$ cat src/rtl/usb_rx_pkg.sv
// Shared definitions for the USB receive FIFO.
// Status bit positions, read FSM states and default depth.
package usb_rx_pkg;

  localparam int DEPTH_DEF = 16;

  localparam int ST_RXA  = 0;
  localparam int ST_TXE  = 1;
  localparam int ST_OVR  = 2;
  localparam int ST_FULL = 3;

  typedef enum logic [1:0] {
    IDLE    = 2'd0,
    DATA_RD = 2'd1,
    STAT_RD = 2'd2
  } rd_state_e;

endpackage

$ cat src/rtl/usb_rx_fifo_sync_2ff.sv
// Two-flop synchronizer for a single asynchronous level.
// Used to bring the Z80 read strobe into the 250 MHz domain.
module sync_2ff (
  input  logic clk,
  input  logic rst_n,
  input  logic d,
  output logic q
);

  logic meta;

  always_ff @(posedge clk or negedge rst_n) begin
    if (!rst_n) begin
      meta <= 1'b0;
      q    <= 1'b0;
    end else begin
      meta <= d;
      q    <= meta;
    end
  end

endmodule

$ cat src/rtl/usb_rx_fifo.sv
// USB receive FIFO with Z80 data/status read ports.
// Overrun tracking is compiled in only with USB_RX_OVERRUN_EN.
module usb_rx_fifo
  import usb_rx_pkg::*;
#(
  parameter int DEPTH = DEPTH_DEF
) (
  input  logic       pll0_250MHz,
  input  logic       n_reset,
  input  logic [7:0] rxData,
  input  logic       rxValid,
  input  logic       cpuRd,
  input  logic       usbRxD_cs,
  input  logic       usbStat_cs,
  input  logic       usbTxEmpty,
  output logic [7:0] usbRxD,
  output logic [7:0] usbStatus
);

  localparam int AW = $clog2(DEPTH);
  localparam logic [AW:0] CNT_FULL = (AW+1)'(DEPTH);

  logic [7:0]    mem [DEPTH];
  logic [AW-1:0] rd_ptr;
  logic [AW-1:0] wr_ptr;
  logic [AW:0]   count;
  logic [AW:0]   count_nxt;

  logic      rd_sync;
  logic      rd_data;
  logic      rd_stat;
  rd_state_e state;
  rd_state_e state_nxt;
  logic      pop_req;
  logic      stat_clr;

  logic do_push;
  logic do_pop;
  logic rxa_q;
  logic full_q;
  logic ovr;

  sync_2ff u_sync (
    .clk   (pll0_250MHz),
    .rst_n (n_reset),
    .d     (cpuRd),
    .q     (rd_sync)
  );

  assign rd_data = rd_sync & usbRxD_cs;
  assign rd_stat = rd_sync & usbStat_cs;

  always_ff @(posedge pll0_250MHz or negedge n_reset) begin
    if (!n_reset) state <= IDLE;
    else          state <= state_nxt;
  end

  // Pops fire on the falling edge of the read so the byte holds all read long.
  always_comb begin
    state_nxt = state;
    pop_req   = 1'b0;
    stat_clr  = 1'b0;
    unique case (state)
      IDLE: begin
        if (rd_data)      state_nxt = DATA_RD;
        else if (rd_stat) state_nxt = STAT_RD;
      end
      DATA_RD: begin
        if (!rd_data) begin
          state_nxt = IDLE;
          pop_req   = 1'b1;
        end
      end
      STAT_RD: begin
        if (!rd_stat) begin
          state_nxt = IDLE;
          stat_clr  = 1'b1;
        end
      end
      default: state_nxt = IDLE;
    endcase
  end

  assign do_pop  = pop_req & (count != '0);
  assign do_push = rxValid & ((count != CNT_FULL) | do_pop);

  always_comb begin
    count_nxt = count;
    unique case ({do_push, do_pop})
      2'b10:   count_nxt = count + 1'b1;
      2'b01:   count_nxt = count - 1'b1;
      default: count_nxt = count;
    endcase
  end

  always_ff @(posedge pll0_250MHz or negedge n_reset) begin
    if (!n_reset) begin
      rd_ptr <= '0;
      wr_ptr <= '0;
      count  <= '0;
      rxa_q  <= 1'b0;
      full_q <= 1'b0;
    end else begin
      if (do_push) wr_ptr <= wr_ptr + 1'b1;
      if (do_pop)  rd_ptr <= rd_ptr + 1'b1;
      count  <= count_nxt;
      rxa_q  <= (count_nxt != '0);
      full_q <= (count_nxt == CNT_FULL);
    end
  end

  // Storage is deliberately left out of reset.
  always_ff @(posedge pll0_250MHz) begin
    if (do_push) mem[wr_ptr] <= rxData;
  end

`ifdef USB_RX_OVERRUN_EN
  logic drop;

  assign drop = rxValid & ~do_push;

  // A drop wins over a clear landing in the same cycle.
  always_ff @(posedge pll0_250MHz or negedge n_reset) begin
    if (!n_reset)      ovr <= 1'b0;
    else if (drop)     ovr <= 1'b1;
    else if (stat_clr) ovr <= 1'b0;
  end
`else
  assign ovr = 1'b0;
`endif

  assign usbRxD = (count != '0) ? mem[rd_ptr] : 8'h00;

  always_comb begin
    usbStatus          = '0;
    usbStatus[ST_RXA]  = rxa_q;
    usbStatus[ST_TXE]  = usbTxEmpty;
    usbStatus[ST_OVR]  = ovr;
    usbStatus[ST_FULL] = full_q;
  end

endmodule

$ cat config.mk
export PLATFORM = sky130hd
export DESIGN_NAME = usb_rx_fifo
export DESIGN_NICKNAME = d
export VERILOG_FILES = /design/src/rtl/usb_rx_pkg.sv /design/src/rtl/usb_rx_fifo_sync_2ff.sv /design/src/rtl/usb_rx_fifo.sv
export SDC_FILE = /design/constraint.sdc
export NUM_CORES = 1
export LEC_CHECK = 0
export BUFFER_PORTS_ARGS = -buffer_cell sky130_fd_sc_hd__buf_2
export CAP_MARGIN = 30
export CORE_UTILIZATION = 30
export CTS_BUF_LIST = sky130_fd_sc_hd__clkbuf_8 sky130_fd_sc_hd__clkbuf_16
export CTS_CLUSTER_DIAMETER = 60
export DETAILED_ROUTE_END_ITERATION = 10
export PLACE_DENSITY_LB_ADDON = 0.15
export SLEW_MARGIN = 20
export SYNTH_ARGS = -nofsm -noshare
export SYNTH_HDL_FRONTEND = slang
export SYNTH_SLANG_ARGS = --single-unit
export TNS_END_PERCENT = 100
$ cat constraint.sdc
create_clock -name pll0_250MHz -period 3.3 [get_ports pll0_250MHz]
set_input_delay 0.165 -clock pll0_250MHz [delete_from_list [all_inputs] [get_ports pll0_250MHz]]
set_output_delay 0.165 -clock pll0_250MHz [all_outputs]
set_load 0.05 [all_outputs]
# Word level (Yosys, flattened, before mapping)
# Memory sizes are Yosys's and may differ from the RTL's.
# Index checks and enable logic that the tools add are counted.
# W data, S select, Z words.
[classes]
bitwise = 5
mux = 11
n_reduce_logical = 4
n_addsub = 4
eq_ne = 9
[op_table]
columns = ["cell", "n"]
rows = [
  ["$pmux W5 S2", 1],
  ["$reduce_bool A5 Y1", 2],
  ["$add A4 B1 Y4 const B", 2],
  ["$mux W2", 4],
  ["$mux W8", 1],
  ["$pmux W2 S3", 1],
  ["$add A5 B1 Y5 const B", 1],
  ["$eq A5 B5 Y1 const B", 1],
  ["$ne A5 B5 Y1 const B", 1],
  ["$sub A5 B1 Y5 const B", 1],
  ["$and A1 B1 Y1", 4],
  ["$eq A2 B1 Y1 const B", 2],
  ["$eq A2 B2 Y1 const B", 2],
  ["$mux W1", 4],
  ["$ne A2 B2 Y1 const B", 2],
  ["$ne A3 B3 Y1 const B", 1],
  ["$reduce_and A3 Y1", 1],
  ["$logic_not A2 Y1", 1],
  ["$or A1 B1 Y1", 1],
]
[totals]
ram_bits = 128
out_inout_bits = 16
regBits = 19
elab_cells = 42
mem_count = 1
inputBits = 15
[memory_table]
columns = ["name", "words", "word_bits", "rd", "rd_ports_with_merged_regs", "wr", "line", "text"]
rows = [
  ["mem", 16, 8, 1, 0, 1, "usb_rx_fifo.sv:23", "logic [7:0] mem [DEPTH];"],
]

# Logic depth before layout (Yosys ltp)
# Gate-level depths: netlist of run 1.
[depth]
depth_word = 9
ltp_mapped = 8
depth_no_buf = 8

# Hierarchy
# From an unflattened synthesis of run 1, not the netlist that was laid out.
[hier_totals]
cells_unflattened = 310
area_unflattened_um2 = 6113.4
[modules_own_cells]
columns = ["mod", "area_each_um2", "seq_area_each_um2", "instances", "cells_per_inst"]
rows = [
  ["usb_rx_fifo", 6063.3, 4269.1, 1, 308],
  ["sync_2ff", 50.0, 50.0, 1, 2],
]

# Least setup slack after synthesis of run 1
# Ideal clock, no wire load.
[synth_timing]
path_type = "register to register"
start = "register count[0]"
end = "register full_q"
required_ns = 3.180
stages_incl_launch_ff = 9
arrival_time_ns = 2.428
synth_period_minus_slack_ns = 2.548
setup_slack_ns = 0.752
setup_ns = 0.120
path_cell_list = "dfrtp_1 nor4_4 a2111oi_4 ha_1 a21oi_1 nand2_1 a32o_1 nor3_1 and3b_1"
[synth_between]
elab_chain_len = 7
word_cells_on_any_way = 11
[synth_rtl]
columns = ["item", "line", "text"]
rows = [
  ["from (decl)", "usb_rx_fifo.sv:26", "logic [AW:0] count;"],
  ["from (signal assigned)", "usb_rx_fifo.sv:106", "count <= count_nxt;"],
  ["$reduce_bool A5 Y1", "usb_rx_fifo.sv:84", "assign do_pop = pop_req & (count != '0);"],
  ["$and A1 B1 Y1", "usb_rx_fifo.sv:84", ""],
  ["$or A1 B1 Y1", "usb_rx_fifo.sv:85", "assign do_push = rxValid & ((count != CNT_FULL) | do_pop);"],
  ["$and A1 B1 Y1", "usb_rx_fifo.sv:85", ""],
  ["$eq A2 B1 Y1 or $eq A2 B2 Y1 (tied branches)", "usb_rx_fifo.sv:89", "unique case ({do_push, do_pop})"],
  ["$pmux W5 S2 (*)", "usb_rx_fifo.sv:89", ""],
  ["$eq A5 B5 Y1 (*)", "usb_rx_fifo.sv:108", "full_q <= (count_nxt == CNT_FULL);"],
  ["to (signal assigned)", "usb_rx_fifo.sv:108", ""],
  ["to (decl)", "usb_rx_fifo.sv:40", "logic full_q;"],
]
# Mark *: on every way between the ends. The rest lies on a longest branch, timed or not.
# A chain may end at the register's enable or synchronous reset.

# Final worst setup path of run 1
# Same ends and word-level chain as after synthesis.

==> results.md, run 1 <==
* Worst rel slew slack at 0.467
* # setup viols final at 0
* Nets at ~370
* Fin area at between 0.007 and 0.008 sq mm
* Yosys reg bits at 147
* Hpwl dp at about 7700 microns
* Cell count after synthesis at 310
* CP max stage delay at 0.64 ns
* Seq/Total Area, Yosys at 0.707
* Antenna Nets Post-Route at 0
* Worst reg2reg setup slack at approximately 0.43 ns
* H-tree depth at 4
* Total of max-cap violations at 0
* Reg2reg path depth at 8
* Dpl cell area at about 0.0065 sq mm
* Vias at 2834
* IO Pins at 31
* Critical path startpoint category: flip-flop
* Minimum clock period at 2.87 ns
* Grt total ovfl at 0
* Initial core utilization at 0.310
* CP arrival at ~3.2 ns
* Largest net degree at the start of global routing at 36
* Worst Max-Slew Pin Slew at ~0.8 ns
* Core Area at approximately 0.02 sq mm
* Die X at around 140 microns
* Yosys warnings at 0
* Cts repair resizes at 0
* Cell variety after synth at between 40 and 50
* Worst Hold Class: in2reg
* TritonCTS clock tree: built
* Top_reg_cell synth: edfxtp_1
* Pre-CTS setup slack at between 0.4 and 0.5 ns
* Fillers at around 1.8k
* Avg Cell Area, Syn at about 20 sq um
* Iteration-0 DRC Markers at approximately 130
* Clock buffer depth at 2
* Die span in y at roughly 140 microns
* Setup TNS at 0 ns
* Area Overhead vs Synth at 17.3%
* Port Buffer Count at 23
* Clock slew at reported path FFs at ~0.06 ns
* Tcrit/Tclk final at 0.871
* Clock Sinks at around 150
* Die area at around 0.021 sq mm
* Ratio of cells with drive above 1 in the final layout at 0.320
* Final clock skew at 0.0200 ns
* Post-CTS Setup Inserts at 0
* CP startpoint: count[0]$_DFF_PN0_
* First-pass GRT wire length at roughly 18000 microns
* Post-synth EDFFs at ~130
* Vias per inst at roughly 4.5
* Hold buffers post-CTS at 3
* CTS buffer count at 17
* Crit-path cells: nor4_4 > a2111oi_4 > ha_1 > a21oi_1 > nand2_1 > a32o_1 > nor3_1 > and3b_1
* Crit Path Category: reg2reg
* N_diodes at 0
* DRT Pass-1 Iters at 4
* Tot Pwr at roughly 6.6 mW
* Slowest cell on crit path: a2111oi_4
* Root Driver: clkbuf_16
* Initial antenna violation count at 0
* Reg-to-reg endpoint: full_q$_DFF_PN0_
* Final hold vios at 0
* GPL Wtd Cong at roughly 0.75
* RSZ-0062 raised after global routing: false
* Drc violations at 0
* Achievable Freq at 0.348 GHz
* Mapped Area at approximately 0.0061 sq mm
* Pins Over Slew Limit at 0
* Vias in the first global route at about 2.9k
* R2R Path Start: count[0]$_DFF_PN0_
* Cell Rows at 51
* Routed WL per cell at about 18 microns
* Req. time, crit path at 3.61 ns
* WL final at around 12000 microns
* Worst VDD drop at 0.000371 V
* Asr flop ratio synth at 0.129
* Leakage power at roughly 2.4 nW
* Critical path peak fanout at 7
* Pwr dens at around 910 mW/mm^2
* Clk_lat worst skew at 0.42 ns
* Worst Setup EP: full_q$_DFF_PN0_
* Final worst setup slack at 0.427 ns
* Outcome: finished, final reports clean
* Total track usage at 0.123
* Crit. End Element: flip-flop
-- cells in the final DEF, fill, tap and decap left out, drive strengths merged, types with 2 or more instances in the layout --
| cell type | n |
|---|---|
| a21oi | 4 |
| a31oi | 2 |
| and2 | 10 |
| and3b | 2 |
| buf | 32 |
| bufinv | 3 |
| clkbuf | 17 |
| clkinv | 5 |
| conb | 5 |
| dfrtp | 19 |
| dlygate4sd3 | 3 |
| edfxtp | 128 |
| ha | 8 |
| inv | 15 |
| mux2 | 4 |
| mux4 | 40 |
| nand2 | 8 |
| nand3 | 4 |
| nand4 | 2 |
| nor2 | 13 |
| nor2b | 10 |
| nor3 | 3 |
| nor4 | 2 |
| xnor2 | 7 |
| xor2 | 2 |
-- area by class of cell --
cell class | instances | area (sq um) | area share
timing repair buffer | 35 | 225 | 0.0314
tap | 265 | 332 | 0.0463
inverter | 9 | 33.8 | 0.00471
clock inverter | 15 | 180 | 0.0251
sequential | 147 | 4320 | 0.603
clock buffer | 17 | 425 | 0.0593
multi-input combinational | 140 | 1650 | 0.230
-- power breakdown --
| group | total [mW] | leakage, nW | switching [mW] | internal, mW |
|---|---|---|---|---|
| clock | 1.96 | 0.302 | 0.762 | 1.20 |
| sequential | 2.46 | 1.38 | 0.193 | 2.27 |
| combinational | 2.13 | 0.738 | 1.23 | 0.899 |
| total | 6.55 | 2.42 | 2.18 | 4.37 |
-- worst max-delay path: cells and delay by family (launching register included) --
kind | cells | cell delay (ns)
AOI/OAI and AO/OA | 3 | 1.10
adders and majority gates | 1 | 0.38
DFF | 1 | 0.53
and+or+nand+nor | 4 | 0.74
-- sequential cells by signal, summed over array words and instances, names as in the netlist --
| register | cells |
|---|---|
| rd_ptr | 4 |
| u_sync.meta | 1 |
| wr_ptr | 4 |
| u_sync.q | 1 |
| mem | 128 |
| full_q | 1 |
| count | 5 |
| rxa_q | 1 |
| state | 2 |
-- worst min-delay path by stage --
stage / start / endpoint / depth (start not counted)
6_report: usbRxD_cs / state[0]$_DFFE_PN0P_ / 3
5_1_grt: usbRxD_cs / state[0]$_DFFE_PN0P_ / 3
4_1_cts: usbRxD_cs / state[0]$_DFFE_PN0P_ / 3
3_5_place_dp: n_reset / count[2]$_DFF_PN0_ / 1
3_3_place_gp: n_reset / count[2]$_DFF_PN0_ / 1
2_1_floorplan: n_reset / count[0]$_DFF_PN0_ / 0
-- synth_stat cells, types with 2 or more instances --
cell      instances  area share
mux4_2           40        0.15
edfxtp_1        128        0.63
xnor2_1           7       0.010
and2_1           10       0.010
and3b_1           2      0.0029
buf_1             4      0.0025
clkbuf_1          2      0.0012
nor3_1            3      0.0025
ha_1              8       0.016
nand4_1           2      0.0020
a21oi_1           4      0.0033
buf_6             3      0.0055
buf_4             9       0.011
nand3_1           3      0.0025
nor2_1           12      0.0074
mux2_2            4      0.0074
nor2b_1          10       0.010
nand2_1           8      0.0049
xor2_1            2      0.0029
dfrtp_1          19       0.078
inv_1             9      0.0055
-- metal layers --
metal	up-vias	track usage	wire, microns
li1	1306	-	-
met1	1494	0.169	5710
met2	30	0.186	5500
met3	4	0.0349	283
met4	0	0.0449	61
met5	-	0	0
-- through the flow --
| stage | hold slack (ns) | instances | utilization |
|---|---|---|---|
| 2_1_floorplan | -0.131 | 314 | - |
| 3_3_place_gp | 0.142 | 593 | 0.331 |
| 3_5_place_dp | 0.139 | 593 | 0.331 |
| 4_1_cts | 0.0785 | 628 | 0.364 |
| 5_1_grt | 0.120 | 628 | 0.364 |
| 6_report | 0.0958 | 628 | 0.364 |
-- cells by family after synthesis --
logic type | Yosys count | synth area share
mux | 44 | 0.155
flops | 147 | 0.707
simple gates | 59 | 0.0569
buf+inv | 27 | 0.0258
xor+xnor | 9 | 0.0129
fa+ha+maj | 9 | 0.0196
other cells | 1 | 0.000613
compound gates | 14 | 0.0229
Note: power is estimated with default switching activity, not from simulation.
==> inputs of run 2 (changes only) <==
--- a/config.mk
+++ b/config.mk
@@ -5,11 +5,12 @@
 export SDC_FILE = /design/constraint.sdc
 export NUM_CORES = 1
 export LEC_CHECK = 0
+export ABC_AREA = 1
 export BUFFER_PORTS_ARGS = -buffer_cell sky130_fd_sc_hd__buf_2
 export CAP_MARGIN = 30
 export CORE_UTILIZATION = 30
 export CTS_BUF_LIST = sky130_fd_sc_hd__clkbuf_8 sky130_fd_sc_hd__clkbuf_16
-export CTS_CLUSTER_DIAMETER = 60
+export CTS_CLUSTER_DIAMETER = 50
 export DETAILED_ROUTE_END_ITERATION = 10
 export PLACE_DENSITY_LB_ADDON = 0.15
 export SLEW_MARGIN = 20
==> run 2 against run 1 <==
Flip-flop and latch count is the same. Fmax rose by 2.4%. Via count grew 36%. Hold slack improved by 0.043 ns. Combinational power increased by 15%. Largest cell class unchanged. Largest power group unchanged. Cell area grew 1.2%. Core utilization decreased by 0.60 points. Sequential power barely moved. Area after synthesis up 1.9%.
==> results.md, run 2 <==
* Outcome: finished, final reports clean
* Iteration-0 DRC Markers at 247 (+89%)
* Grt total ovfl at 0 (unchanged)
* FF/Latch Area at 0.00432 sq mm (about the same)
* CP bufs+invs at 3 (+3)
* Minimum clock period at 2.80 ns (-0.0682 ns)
* Mapped Area at 0.00623 sq mm (+1.9%)
* Asr flop ratio synth at 0.129 (unchanged)
* # setup viols final at 0 (unchanged)
* Critical path startpoint category: flip-flop
* GPL Wtd Cong at 0.787 (+5.6%)
* Leakage power at 2.56 nW (+5.6%)
* WL final at 14900 microns (+29%)
* Most common cell after layout, fill and taps aside: edfxtp_1
* Clock slew at reported path FFs at 0.07 ns (about the same)
* Number of flip-flops in the largest register at 128 (unchanged)
* Vias at 3843 (+36%)
* Worst Hold Class: in2reg
* DRT Pass-1 Iters at 4 (unchanged)
* Root Driver: clkbuf_16
* Port Buffer Count at 23 (unchanged)
* RSZ-0062 raised after global routing: false
* Seq/Total Area, Yosys at 0.693 (-0.0135)
* Top reg by flops: mem
* Area Overhead vs Synth at 16.4%
* Initial antenna violation count at 0 (unchanged)
* Worst Max-Slew Pin Slew at 0.902 ns (+0.105 ns)
* Cell Rows at 52 (+2.0%)
* Total track usage at 0.147 (+0.0234)
* Final clock skew at 0.0251 ns (+0.00516 ns)
* Ratio of cells with drive above 1 in the final layout at 0.164 (-0.155)
* Clk_lat worst skew at 0.42 ns (about the same)
* TritonCTS clock tree: built
* Most common cell in the synthesized netlist: edfxtp_1
* CP arrival at 2.64 ns (-0.54 ns)
* Multi-input gate area at 0.00166 sq mm (+0.30%)
* Drc violations at 0 (unchanged)
* Achievable Freq at 0.357 GHz (+2.4%)
* Die X at 146 microns (+0.95%)
* Worst rel slew slack at 0.396 (-0.0706)
* Hold Worst Slack at 0.139 ns (+0.0431 ns)
* Post-synth top area share at 0.617 (-0.0120)
* Largest cells by area after synthesis: edfxtp_1 (62%), dfrtp_1 (7.6%), nor2_1 (5.0%), o221ai_1 (4.5%), o21bai_1 (3.9%)
* Die area at 0.0214 sq mm (+1.9%)
* H-tree depth at 4 (unchanged)
* Avg Cell Area, Syn at 12.9 sq um (-35%)
* Hpwl dp at 9430 microns (+23%)
* Cell family with the largest share of critical-path delay: buffers and inverters
* CTS buffer count at 17 (unchanged)
* Antenna Nets Post-Route at 0 (unchanged)
* IO Pins at 31 (unchanged)
* Post-synth EDFFs at 128 (unchanged)
* Setup TNS at 0 ns (unchanged)
* Leading area contributor after synthesis: edfxtp_1
* Biggest regs: mem: 128 flops, count: 5 flops
* Largest net degree at the start of global routing at 41 (+14%)
* Worst VDD drop at 0.000739 V (+99%)
* Crit. End Element: output pin
* Die span in y at 146 microns (+0.95%)
* Req. time, crit path at 3.13 ns (-0.48 ns)
* Clock Sinks at 147 (unchanged)
* Vias per inst at 4.81 (+6.6%)
* Vias in the first global route at 3781 (+29%)
* Nets at 540 (+44%)
* Yosys warnings at 0 (unchanged)
* Crit Path Category: reg2out
* Final hold vios at 0 (unchanged)
* Most frequent cells after synthesis: edfxtp_1 (128), nor2_1 (83), o21ai_0 (34)
* Cell count after synthesis at 484 (+56%)
* Clock buffer depth at 2 (unchanged)
* CP max stage delay at 0.60 ns (-0.04 ns)
* Slowest cell on crit path: clkinv_1
* Crit-path cells: buf_4 > clkinv_1 > o221ai_1 > nand3_1 > a21oi_1 > buf_2
* First-pass GRT wire length at 22600 microns (+26%)
* Top_reg_cell synth: edfxtp_1
* Fillers at 2027 (+12%)
* Core Area at 0.0203 sq mm (+3.0%)
* Initial core utilization at 0.307 (-0.00303)
* Tcrit/Tclk final at 0.850 (-0.0207)
* Routed WL per cell at 18.7 microns (+1.4%)
* Cell variety after synth at 30 (-29%)
* Pwr dens at 930 mW/mm^2 (+1.8%)
* Most frequent cells in the layout: edfxtp_1 (128), nor2_1 (83), o21ai_0 (34)
* Pins Over Slew Limit at 0 (unchanged)
* Total of max-cap violations at 0 (unchanged)
* N_diodes at 0 (unchanged)
* Yosys reg bits at 147 (unchanged)
* Critical path peak fanout at 18 (+11)
==> run 2: cell types whose count changed in the layout (fill, tap and decap cells not counted), moves of 6 or more <==
cell / change
o21bai_1: +32
nand3_1: +29
o221ai_1: +32
nor2b_1: -10
mux4_2: -40
o21ai_0: +33
xnor2_1: -7
inv_1: +8
nand2_1: +18
nor2_2: +6
nor2_1: +71
and2_1: -10
==> run 2: logic make-up (layout without fill, tap and decap cells) <==
group | Yosys count | in the layout | synth area share
compound gates | 109 | 109 | 0.122
fa+ha+maj | 9 | 9 | 0.0193
flops | 147 | 147 | 0.693
simple gates | 157 | 157 | 0.112
xor+xnor | 7 | 7 | 0.00984
other cells | 1 | 5 | 0.000602
buf+inv | 54 | 95 | 0.0436
==> run 2: routing by layer <==
| metal | GRT usage | up-vias | share of wire | routed length (microns) |
|---|---|---|---|---|
| met2 | 0.242 | 75 | 0.50 | 7410 |
| met5 | 0 | - | 0 | 0 |
| met3 | 0.0334 | 4 | 0.045 | 669 |
| met4 | 0.0484 | 0 | 0.0054 | 80 |
| met1 | 0.190 | 1935 | 0.45 | 6740 |
| li1 | - | 1829 | - | - |
==> run 2: report_power, final <==
part           switching [mW]  internal, mW  total (mW)
clock network           0.748          1.10        1.85
registers               0.169          2.28        2.45
logic                    1.73         0.718        2.45
total                    2.65          4.10        6.75
==> run 2: stage by stage <==
stage	power (mW)	instance area (sq um)	utilization	setup WS, ns	std cells
2_1_floorplan	4.26	6250	-	1.19	488
3_3_place_gp	4.97	6650	0.327	0.905	763
3_5_place_dp	4.98	6650	0.327	0.861	763
4_1_cts	6.86	7260	0.357	0.478	799
5_1_grt	7.16	7260	0.357	0.291	799
6_report	6.75	7260	0.357	0.495	799
==> run 2: final timing paths <==
path	startpoint	to	slack [ns]	cells after the start
max in group asynchronous	n_reset	rd_ptr[0]$_DFFE_PN0N_	2.74	2
worst min-delay path	rxData[5]	mem[10][5]$_DFFE_PP_	0.14	1
worst min register to register	u_sync.meta$_DFF_PN0_	u_sync.q$_DFF_PN0_	0.35	0
worst max register to register	count[0]$_DFF_PN0_	mem[3][4]$_DFFE_PP_	0.92	8
worst max-delay path	rd_ptr[2]$_DFFE_PN0N_	usbRxD[4]	0.50	6
min in group asynchronous	n_reset	rd_ptr[3]$_DFFE_PN0N_	0.21	2
==> run 2: area by class of cell <==
class / count / area share
Inverter: 21 / 0.0109
Clock inverter: 15 / 0.0198
Tap cell: 270 / 0.0466
Clock buffer: 17 / 0.0586
Multi-Input combinational cell: 287 / 0.228
Timing Repair Buffer: 42 / 0.0403
Sequential cell: 147 / 0.596
==> run 2: repair_timing <==
item | 4_1_cts | 5_1_grt
hold endpoints to repair | 22 | 0
buffers inserted | 0 | 0
hold buffers | 4 | 0
resized for setup | 0 | 0
==> inputs of run 3 (changes only) <==
==> constraint.sdc (replaced) <==
create_clock -name pll0_250MHz -period 2.7 [get_ports pll0_250MHz]
set_input_delay 0.135 -clock pll0_250MHz [delete_from_list [all_inputs] [get_ports pll0_250MHz]]
set_output_delay 0.135 -clock pll0_250MHz [all_outputs]
set_load 0.05 [all_outputs]
==> run 3 against run 2 <==
Clock-buffer cell count did not move. Flip-flop and latch count unchanged. Cell area up 1.8%. Global-route usage grew 0.090 points. Power increased by 23%. Die area did not move. Final cell count up 2.1%. Clock power increased by 19%. Core utilization up 0.64 points. Critical endpoint is now usbRxD[7]. Largest cell class unchanged.
==> results.md, run 3 (same netlist as run 2, synthesis figures left out) <==
* First-pass GRT wire length at 22900 microns (+0.98%)
* Reg power frac at 0.354 (-0.009)
* Fin cells at 816 (+2.1%)
* Die area at 0.0214 sq mm (unchanged)
* CP arrival at 2.39 ns (-0.25 ns)
* Core Area at 0.0203 sq mm (unchanged)
* Critical path peak fanout at 28 (+10)
* Cell Count Post-Placement at 780 (+2.2%)
* RSZ-0062 raised after global routing: false
* Dpl cell area at 0.00679 sq mm (+2.1%)
* Ratio of cells with drive above 1 in the final layout at 0.190 (+0.0260)
* Drc violations at 0 (unchanged)
* Die X at 146 microns (unchanged)
* Nets at 557 (+3.1%)
* Hold Worst Slack at 0.104 ns (-0.0348 ns)
* IO Pins at 31 (unchanged)
* Crit. End Element: output pin
* Initial antenna violation count at 0 (unchanged)
* P_int at 5.03 mW (+23%)
* WHS Path Cells at 1 (unchanged)
* H-tree depth at 4 (unchanged)
* Worst Hold Class: in2reg
* Clock buffer depth at 2 (unchanged)
* Comb pwr share at 0.380 (+0.017)
* Tcrit/Tclk final at 0.936
* Worst reg2reg setup slack at 0.35 ns (-0.57 ns)
* Most frequent cells in the layout: edfxtp_1 (128), nor2_1 (83), o21ai_0 (34)
* Total of max-cap violations at 0 (unchanged)
* Final worst setup slack at 0.173 ns (-0.323 ns)
* Worst Max-Slew Pin Slew at 0.595 ns (-0.307 ns)
* Cell Rows at 52 (unchanged)
* Post-CTS Setup Inserts at 0 (unchanged)
* Req. time, crit path at 2.57 ns (-0.56 ns)
* Area Overhead vs Synth at 18.5%
* Clock slew at reported path FFs at 0.06 ns (about the same)
* # setup viols final at 0 (unchanged)
* Worst hold start: rxData[1]
* Leakage power at 2.64 nW (+3.3%)
* CTS buffer count at 17 (unchanged)
* Clk_lat worst skew at 0.42 ns (about the same)
* GPL Wtd Cong at 0.747 (-5.1%)
* Worst-case hold path end point: mem[12][1]$_DFFE_PP_
* DRT Pass-1 Iters at 4 (unchanged)
* Final hold vios at 0 (unchanged)
* Clk pwr share at 0.265 (-0.009)
* Reg2reg path depth at 11 (+3)
* Initial core utilization at 0.307 (unchanged)
* Achievable Freq at roughly 0.4 GHz
* Pins Over Slew Limit at 0 (unchanged)
* WL final at 14800 microns (-1.0%)
* Pwr dens at 1130 mW/mm^2 (+21%)
* Hpwl dp at 9760 microns (+3.6%)
* Clock Sinks at 147 (unchanged)
* Most common cell after layout, fill and taps aside: edfxtp_1
* R2R Path Start: count[0]$_DFF_PN0_
* Die span in y at 146 microns (unchanged)
* Number of flip-flops in the largest register at 128 (unchanged)
* Worst rel slew slack at 0.602 (+0.206)
* Total track usage at 0.147 (+0.000902)
* P_sw at 3.29 mW (+24%)
* Biggest regs: mem: 128 flops, count: 5 flops
* Top reg by flops: mem
* Port Buffer Count at 23 (unchanged)
* Crit Path Category: reg2out
* TritonCTS clock tree: built
* Largest net degree at the start of global routing at 40 (-2.4%)
* Core Util, Final at 0.364 (+0.00641)
* Routed WL per cell at 18.1 microns (-3.1%)
* Pre-CTS setup slack at 0.367 ns (-0.494 ns)
* Worst VDD drop at 0.000497 V (-33%)
* Grt total ovfl at 0 (unchanged)
* Switching Fraction at 0.395 (+0.00277)
* Tot Pwr at 8.31 mW (+23%)
* Vias per inst at 4.71 (-2.1%)
* Fin area at 0.00739 sq mm (+1.8%)
* Minimum clock period at approximately 2.5 ns
* Vias in the first global route at 3773 (-0.21%)
* Reg-to-reg endpoint: rxa_q$_DFF_PN0_
* Outcome: finished, final reports clean
* Iteration-0 DRC Markers at 220 (-11%)
* Antenna Nets Post-Route at 0 (unchanged)
* Setup TNS at 0 ns (unchanged)
* Vias at 3841 (-0.052%)
* CP startpoint: rd_ptr[0]$_DFFE_PN0N_
* N_diodes at 0 (unchanged)
* Critical path startpoint category: flip-flop
* Final clock skew at 0.00662 ns (-0.0185 ns)
* Root Driver: clkbuf_16
## run 3: metal layers
metal | global-route usage | up-vias | share of wire
met5 | 0 | - | 0
met4 | 0.0422 | 0 | 0.0098
met3 | 0.0363 | 12 | 0.051
met2 | 0.239 | 89 | 0.49
met1 | 0.196 | 1871 | 0.45
li1 | - | 1869 | -
## run 3: how the worst max path moves through the flow
stage                                  to  cells after the start
final                           usbRxD[7]                      7
after global placement    rxa_q$_DFF_PN0_                     11
after global routing            usbRxD[7]                      7
after floorplan                 usbRxD[7]                      8
after CTS                       usbRxD[7]                      7
after detailed placement  rxa_q$_DFF_PN0_                     11
## run 3: repair_timing
action	CTS	global route
hold buffers	4	0
gates resized for setup	0	1
endpoints found under the hold margin	22	0
endpoints found under the setup margin	0	1
## run 3: worst max-delay path: stages (launching register included)
cell	delay, ns
dfrtp_2	0.48
inv_2	0.11
buf_4	0.31
nor2_1	0.07
o221ai_1	0.22
nand3_1	0.15
a21oi_1	0.32
clkbuf_4	0.31
## run 3: final cells by class
class | instances | area, sq um
clock buffers | 17 | 425
clock inverters | 15 | 131
fillers | 1995 | 12900
inverters | 21 | 78.8
multi-input cells | 287 | 1660
flip-flops and latches | 147 | 4320
well taps | 270 | 338
repair buffers | 59 | 435
## run 3: power groups by stage
stage / Sequential (mW) / Clock [mW] / Combinational (mW)
floorplan: 2.94 / 0 / 2.27
global placement: 2.99 / 0 / 3.19
detailed placement: 3.00 / 0 / 3.20
CTS: 2.95 / 2.25 / 3.21
global route: 2.98 / 2.36 / 3.48
finish: 2.95 / 2.21 / 3.16
